**config.mk**
```make
export PLATFORM = sky130hd
export DESIGN_NAME = fx_quad_inv
export DESIGN_NICKNAME = d
export VERILOG_FILES = /design/src/rtl/fxqi_pkg.sv /design/src/rtl/fx_quad_eval.sv /design/src/rtl/fx_quad_inv.sv
export SDC_FILE = /design/constraint.sdc
export NUM_CORES = 1
export LEC_CHECK = 0
export CORE_MARGIN = 2
export CORE_UTILIZATION = 55
export DETAILED_ROUTE_END_ITERATION = 6
export PLACE_DENSITY = 0.84
export SYNTH_ARGS = -nofsm -noshare
export SYNTH_HDL_FRONTEND = slang
export SYNTH_HIERARCHICAL = 1
export SYNTH_SLANG_ARGS = --single-unit
```
**constraint.sdc**
```tcl
create_clock -name CLK -period 12.4 [get_ports CLK]
set_input_delay 1.24 -clock CLK [delete_from_list [all_inputs] [get_ports CLK]]
set_output_delay 1.24 -clock CLK [all_outputs]
set_load 0.01 [all_outputs]
```
**src/rtl/fxqi_pkg.sv**
```systemverilog
// Shared types and derived widths for the fx_quad_inv inverse-quadratic solver.
package fxqi_pkg;

  typedef enum logic [1:0] {
    IDLE = 2'd0,
    ITER = 2'd1,
    FIN  = 2'd2
  } fxqi_state_e;

  // Magnitude bits resolved by the bit-serial search (sign bit excluded).
  function automatic int unsigned fxqi_n(input int unsigned wi, input int unsigned wf);
    return wi + wf - 1;
  endfunction

  // Width of t^2 for a wx-bit operand.
  function automatic int unsigned fxqi_pw(input int unsigned wx);
    return 2 * wx;
  endfunction

  // Width of t^2 + t, one carry bit above the square.
  function automatic int unsigned fxqi_fw(input int unsigned wx);
    return 2 * wx + 1;
  endfunction

  function automatic int unsigned fxqi_wy(input int unsigned wi_y, input int unsigned wf_y);
    return wi_y + wf_y;
  endfunction

  function automatic int unsigned fxqi_iw(input int unsigned n);
    return (n > 1) ? $clog2(n) : 1;
  endfunction

endpackage

```
**src/rtl/fx_quad_eval.sv**
```systemverilog
// Full-precision t^2 + t for an unsigned fixed-point t with WF fraction bits; result has 2*WF fraction bits.
module fx_quad_eval
  import fxqi_pkg::*;
#(
  parameter int unsigned WX = 16,
  parameter int unsigned WF = 8
) (
  input  logic [WX-1:0]         t_i,
  output logic [2*WX:0]         f_c_o
);

  localparam int unsigned PW = fxqi_pw(WX);
  localparam int unsigned FW = fxqi_fw(WX);

  logic [PW-1:0] sq;

  // t is shifted up by WF so both terms share the square's 2*WF fraction grid.
  always_comb begin
    sq    = PW'(t_i) * PW'(t_i);
    f_c_o = FW'(sq) + (FW'(t_i) << WF);
  end

endmodule

```
**src/rtl/fx_quad_inv.sv**
```systemverilog
// Bit-serial solver for the largest grid X >= 0 with X^2 + X <= Y.
// Optional residue output R = Y - (X^2 + X) when FXQI_RESIDUE_EN is defined.
module fx_quad_inv
  import fxqi_pkg::*;
#(
  parameter int unsigned WI   = 8,
  parameter int unsigned WF   = 8,
  parameter int unsigned WI_Y = 2*WI+1,
  parameter int unsigned WF_Y = 2*WF
) (
  input  logic                        CLK,
  input  logic                        RST,
  input  logic                        EN,
  input  logic                        START,
  input  logic signed [WI_Y+WF_Y-1:0] Y,
  output logic signed [WI+WF-1:0]     X,
  output logic                        BUSY,
  output logic                        DONE,
  output logic                        ERR
`ifdef FXQI_RESIDUE_EN
  ,
  output logic signed [WI_Y+WF_Y-1:0] R
`endif
);

  localparam int unsigned WX = WI + WF;
  localparam int unsigned N  = fxqi_n(WI, WF);
  localparam int unsigned WY = fxqi_wy(WI_Y, WF_Y);
  localparam int unsigned FW = fxqi_fw(WX);
  localparam int unsigned CW = (WY > FW) ? WY : FW;
  localparam int unsigned IW = fxqi_iw(N);

  fxqi_state_e   state_q, state_d;
  logic [WY-1:0] y_q, y_d;
  logic [WX-1:0] acc_q, acc_d;
  logic [IW-1:0] idx_q, idx_d;
  logic [WX-1:0] x_q, x_d;
  logic          busy_q, busy_d;
  logic          done_q, done_d;
  logic          err_q, err_d;
`ifdef FXQI_RESIDUE_EN
  logic [FW-1:0] fbest_q, fbest_d;
  logic [WY-1:0] r_q, r_d;
`endif

  logic [WX-1:0] trial;
  logic [FW-1:0] f_trial;
  logic          keep;
  logic [WX-1:0] acc_next;

  fx_quad_eval #(.WX(WX), .WF(WF)) u_eval (
    .t_i   (trial),
    .f_c_o (f_trial)
  );

  // Latched Y is known non-negative, so an unsigned compare is exact.
  always_comb begin
    trial    = acc_q | (WX'(1) << idx_q);
    keep     = CW'(f_trial) <= CW'(y_q);
    acc_next = keep ? trial : acc_q;
  end

  always_comb begin
    state_d = state_q;
    y_d     = y_q;
    acc_d   = acc_q;
    idx_d   = idx_q;
    x_d     = x_q;
    busy_d  = 1'b0;
    done_d  = 1'b0;
    err_d   = err_q;
`ifdef FXQI_RESIDUE_EN
    fbest_d = fbest_q;
    r_d     = r_q;
`endif
    case (state_q)
      IDLE: begin
        if (START) begin
          if (Y[WY-1]) begin
            x_d     = '0;
            err_d   = 1'b1;
            done_d  = 1'b1;
            state_d = FIN;
`ifdef FXQI_RESIDUE_EN
            r_d     = '0;
`endif
          end else begin
            y_d     = WY'(Y);
            acc_d   = '0;
            idx_d   = IW'(N-1);
            err_d   = 1'b0;
            busy_d  = 1'b1;
            state_d = ITER;
`ifdef FXQI_RESIDUE_EN
            fbest_d = '0;
`endif
          end
        end
      end
      ITER: begin
        acc_d = acc_next;
        idx_d = idx_q - IW'(1);
`ifdef FXQI_RESIDUE_EN
        if (keep) fbest_d = f_trial;
`endif
        if (idx_q == '0) begin
          x_d     = acc_next;
          done_d  = 1'b1;
          state_d = FIN;
`ifdef FXQI_RESIDUE_EN
          r_d     = y_q - WY'(keep ? f_trial : fbest_q);
`endif
        end else begin
          busy_d = 1'b1;
        end
      end
      FIN: state_d = IDLE;
      default: state_d = IDLE;
    endcase
  end

  // Reset wins over EN; EN low freezes every register including DONE.
  always_ff @(posedge CLK) begin
    if (RST) begin
      state_q <= IDLE;
      y_q     <= '0;
      acc_q   <= '0;
      idx_q   <= '0;
      x_q     <= '0;
      busy_q  <= 1'b0;
      done_q  <= 1'b0;
      err_q   <= 1'b0;
`ifdef FXQI_RESIDUE_EN
      fbest_q <= '0;
      r_q     <= '0;
`endif
    end else if (EN) begin
      state_q <= state_d;
      y_q     <= y_d;
      acc_q   <= acc_d;
      idx_q   <= idx_d;
      x_q     <= x_d;
      busy_q  <= busy_d;
      done_q  <= done_d;
      err_q   <= err_d;
`ifdef FXQI_RESIDUE_EN
      fbest_q <= fbest_d;
      r_q     <= r_d;
`endif
    end
  end

  assign X    = x_q;
  assign BUSY = busy_q;
  assign DONE = done_q;
  assign ERR  = err_q;
`ifdef FXQI_RESIDUE_EN
  assign R    = r_q;
`endif

endmodule

```
### Word-level counts from Yosys, hierarchy flattened

Cells that the tools add are included.

* bits in registers: 73
* bits in latches: 0
* memory bits (writable): 0
* ROM bits: 0
* input bits: 37
* word-level logic and storage cells: 51
* memories: 0

* $add $sub $neg: 2
* $mul: 1
* div/mod/pow operators: 0
* order comparisons: 1
* equality and inequality tests: 5
* shift-type cells: 1
* mux-type cells: 23
* bitwise gates (word level): 2
* reduce and logical (&&, ||, !) cells: 8

Operators by type and width (count)
* $mux 16: 6
* $pmux 16 s2: 2
* $add 32x24->33: 1
* $le 33x32->1: 1
* $mul 16x16->32: 1
* $or 16x16->16: 1
* $shl 1x4->16 const A: 1
* $mux 4: 2
* $ne 2x2->1 const B: 4
* $pmux 4 s2: 1
* $reduce_and 4->1: 2
* $mux 1: 6
* $mux 2: 3
* $reduce_and 3->1: 2
* $reduce_and 5->1: 1
* $logic_not 4->1: 1
* $pmux 1 s2: 2
* $pmux 2 s2: 1
* $sub 4x1->4 const B: 1
* $eq 2x1->1 const B: 1
* $logic_not 2->1: 1
* $reduce_bool 2->1: 1
* $not 1->1: 1

### Logic depth before layout (Yosys ltp)

* depth in word-level cells: 8
* gate-level depth with buffers: 35
* depth with buffers taken out: 33

### Cells and area by module

The synthesis kept the hierarchy.

Modules (own cells, without submodules)
* fx_quad_eval: times used 1, cells each 938, area an instance 8154.1 um^2, sequential area each 0.0 um^2
* fx_quad_inv: times used 1, cells each 481, area an instance 3928.8 um^2, sequential area each 1461.4 um^2

### Worst setup path after synthesis

No wires, ideal clock.

* path kind: flip-flop to flip-flop
* from: register idx_q[2]
* to: register acc_q[10]
* library setup time: 0.115 ns
* arrival time: 7.869 ns
* data required time: 12.285 ns
* slack: 4.417 ns
* stages on the path, launching flop included: 32
* buffers on the path: 4
* cell sequence: dfxtp_1 > buf_2 > nor2b_1 > a21o_1 > clkbuf_1 > buf_1 > nand2_1 > fa_1 > inv_1 > fa_1 > fa_1 > fa_1 > fa_1 > inv_1 > fa_1 > inv_1 > ha_1 > a21o_1 > a31o_2 > or2b_2 > nand3b_1 > o21ai_2 > mux2_4 > a211oi_2 > ha_1 > nand4b_4 > nor4_4 > nand2_2 > o221ai_2 > o21ai_4 > buf_6 > o21a_1

* cells in the longest elaborated chain, start to end: 7

Ends and longest elaborated chain
* start: declaration: line fx_quad_inv.sv:36 `logic [IW-1:0] idx_q, idx_d;`
* start signal: assignment: line fx_quad_inv.sv:141 `idx_q <= idx_d;`
* $shl 1x4->16 (*): line fx_quad_inv.sv:58 `trial = acc_q | (WX'(1) << idx_q);`
* $or 16x16->16 (*): line fx_quad_inv.sv:58
* via trial[4]: line fx_quad_inv.sv:46 `logic [WX-1:0] trial;`
* $mul 16x16->32: line fx_quad_eval.sv:19 `sq = PW'(t_i) * PW'(t_i);`
* $add 32x24->33 (*): line fx_quad_eval.sv:20 `f_c_o = FW'(sq) + (FW'(t_i) << WF);`
* via f_trial[30]: line fx_quad_inv.sv:47 `logic [FW-1:0] f_trial;`
* $le 33x32->1 (*): line fx_quad_inv.sv:59 `keep = CW'(f_trial) <= CW'(y_q);`
* $mux 16 (*): line fx_quad_inv.sv:60 `acc_next = keep ? trial : acc_q;`
* $pmux 16 s2 (*): line fx_quad_inv.sv:76 `case (state_q)`
* end signal: assignment: line fx_quad_inv.sv:127 `acc_q <= '0;`
* end signal: assignment: line fx_quad_inv.sv:140 `acc_q <= acc_d;`
* end: declaration: line fx_quad_inv.sv:35 `logic [WX-1:0] acc_q, acc_d;`

Mark *: on every way through the listed nets, which the timed path passes. The rest lies on a longest branch.
A chain may end at the register's enable or synchronous reset.

### Worst setup path after layout

* from: register idx_q[3]
* to: register acc_q[0]

The elaborated chain is that of the path after synthesis.

==> flow_metrics.tcl <==
set metrics [dict create \
    post_route_cells_drive_above_1_share 0.0515 \
    vdd.ir_drop.worst_v 0.000139 \
    worst_setup_path_start_kind "flop" \
    post_cts_hold_buffer_count 0 \
    yosysWarnings 6 \
    worst_pin_slew_ps 1170 \
    fp.coreArea_sq_um 21700 \
    yosys.cell_types.count 78 \
    max_freq_mhz 112 \
    worst_skew_pair.late_latency_ps 350 \
    synth_top_cells_by_area "fa_1 (30%), ha_1 (15%), dfxtp_1 (12%)" \
    post_synth_most_frequent_cells "inv_1 (325), nand2_1 (183), fa_1 (180)" \
    holdPathEnd "X[9]" \
    critical_path.max_stage_delay_ps 630 \
    firstDrtPassIters 5 \
    via_count_of_the_first_global_routing_pass 9958 \
    final_hold_viol_count 0 \
    holdPathStages 2 \
    synth_flop_cell "dfxtp_1" \
    synth_enable_flop_cells 0 \
    n_fill_cell 1822 \
    max-clock-path-buffers 2 \
    ys_ff_latch 73 \
    drt_iter0_markers 669 \
    layout_min_cycle_time_ps 8900 \
    path_max_fanout 19 \
    fin_skew_ps 7.39 \
    tritoncts_num_sinks 73 \
    fin_worst_hold_slack_ps 453 \
    maxSlewHeadroom 0.219 \
    postSynthCellCount 1419 \
    worst_hold_startpoint "X[9]" \
    avgSynthCellArea_sq_um 8.52 \
    worst_path_most_repeated_cell "inv_1" \
    grt_setup_unrepaired "false" \
    synthesis.area_sq_um 12100 \
    die_height_microns 152 \
    timing.setup.tns_ps 0 \
    wire_length_of_the_first_global_routing_pass_mm 47.3 \
    grt.total_usage 0.246 \
    starting_density 0.557 \
    die_width_microns 152 \
    multi_input_area_sq_um 9110 \
    path_clk_slew_ps 70 \
    cts_tree "built" \
    route.final.wire_length_mm 28.2 \
    antenna_viol_nets_final 0 \
    maxCapViolCount 0 \
    yosys.cell_count.top_type "inv_1" \
    viasPerCell 5.57 \
    final.period_utilization 0.718 \
    hold_path.class "reg -> reg" \
    cts_made_buffers 9 \
    share_of_synthesized_registers_carrying_an_async_set_or_reset 0 \
    outcome "finished, final reports clean" \
    insertedDiodeCount 0 \
    route.detailed.wl_per_inst_microns 16.4 \
    grt_max_degree 75 \
    cts_post_setup_buffers_inserted 0 \
    r2r-end "acc_q[0]" \
    hpwlAfterDp_mm 22.7 \
    power_density_nw_per_um2 178 \
    final_core_util 0.601 \
    post_cts.resized_instances 0 \
    crit_path_top_delay_cell "a21o_1" \
    syn_nets 1784 \
    critPathCaptureType "flop" \
    synth_top_area_share 0.298 \
    worst-endpoint-required_ps 12640 \
    place_congestion 0.911 \
    drt_drc_violations_left 0 \
    core.rowCount 54 \
    synthDominantAreaCellType "fa_1" \
    reg2regPathDepth 31 \
    power.leakage_uw 0.00659 \
    area_of_the_die_sq_um 23200 \
    drv_slew 0 \
    worst_reg2reg_path_startpoint "idx_q[3]" \
    setup_viol 0 \
    grt_remaining_overflow 0 \
    setup.reg_to_reg.worst_slack_ps 3500 \
    antenna_found_initial 0 \
    area_growth_syn_to_layout_pct 7.94 \
    htreeDepth 3 \
    buffer_ports.inserted 55 \
    num_vias 9572 \
    critical_path_start_end_classification "reg -> reg" \
    ff_latch_area_sq_um 1460 \
    final_nets 1797 \
    synth_seq_area_share 0.121 \
    io_pins 56 \
    worstPathArrival_ps 9140 \
    cts-root-buf "clkbuf_16" \
]
[critical path: cells and delay by family (launching register included)]
kind	cells	cell delay, ps
fa+ha+maj	8	3780
compound gates	10	2490
simple gates	5	1300
buf+inv	7	570
flops	1	490
xor+xnor	1	160
[metrics by stage]
| stage | worst slack, ps | instances | power [uW] | instance area [sq um] |
|---|---|---|---|---|
| global placement | 3880 | 1701 | 1930 | 12700 |
| global route | 3000 | 1717 | 2550 | 13000 |
| finish | 3500 | 1717 | 2320 | 13000 |
| detailed placement | 3600 | 1701 | 2020 | 12700 |
| CTS | 3540 | 1717 | 2310 | 13000 |
| floorplan | 4420 | 1419 | 1640 | 12100 |
[state kept, by name (all words and copies together), names as in the netlist]
signal	flops
X	16
y_q	32
BUSY	1
ERR	1
acc_q	16
state_q	2
DONE	1
idx_q	4
[where the power goes]
group	total, uW	internal, uW	switching [uW]	leakage (uW)
combinational	1760	656	1100	0.00584
clock	279	162	117	0.000157
sequential	278	257	21.3	0.000592
total	2320	1080	1240	0.00659
[worst max-delay path by stage]
stage | slack (ps) | cells past startpoint | startpoint | to
3_5_place_dp | 3600 | 31 | idx_q[3] | acc_q[0]
2_1_floorplan | 4420 | 31 | idx_q[2] | acc_q[10]
6_report | 3500 | 31 | idx_q[3] | acc_q[0]
3_3_place_gp | 3880 | 30 | idx_q[3] | X[3]
5_1_grt | 3000 | 31 | idx_q[3] | acc_q[0]
4_1_cts | 3540 | 31 | idx_q[3] | acc_q[0]
[metal layers]
layer	track usage	routed length, microns	up-vias
li1	-	-	4452
met1	0.315	11600	4699
met2	0.434	14300	349
met3	0.0347	1650	72
met4	0.0739	713	0
met5	0	0	-
[final cells by class]
cell class	count	share of cell area
clock buffer	9	0.0173
multi-input combinational	962	0.698
clock inverter	7	0.00691
sequential	73	0.112
tap	280	0.0269
timing repair buffer	60	0.0447
inverter	326	0.0938
[cells in the final DEF (no fill, tap or decap), types with 4 or more instances in the layout]
| cell | instances |
|---|---|
| and3_1 | 4 |
| dfxtp_1 | 73 |
| fa_1 | 180 |
| a21oi_1 | 106 |
| and2_1 | 33 |
| xnor2_1 | 24 |
| a31o_2 | 9 |
| nand4_1 | 16 |
| clkbuf_16 | 9 |
| a211oi_1 | 5 |
| clkdlybuf4s50_1 | 54 |
| o21ai_0 | 14 |
| buf_4 | 5 |
| nand3_1 | 20 |
| o21ai_1 | 7 |
| a21o_1 | 23 |
| ha_1 | 148 |
| nor2_1 | 54 |
| xor2_1 | 14 |
| a31oi_1 | 5 |
| inv_1 | 325 |
| nand2b_1 | 4 |
| o21a_1 | 21 |
| nor2b_1 | 9 |
| nand2_1 | 183 |
| nor3_1 | 9 |
[kinds of logic (layout without fill, tap and decap cells)]
logic type | count (synthesis) | count (layout) | synth area share
multiplexers | 6 | 6 | 0.00569
AO/OA/AOI/OAI | 226 | 226 | 0.122
AND/OR/NAND/NOR | 363 | 363 | 0.146
buffers and inverters | 384 | 402 | 0.126
adder cells (fa/ha/maj) | 328 | 328 | 0.451
flip-flops | 73 | 73 | 0.121
XOR/XNOR | 38 | 38 | 0.0275
other | 1 | 1 | 0.000310
Note: power is estimated with default switching activity, not from simulation.
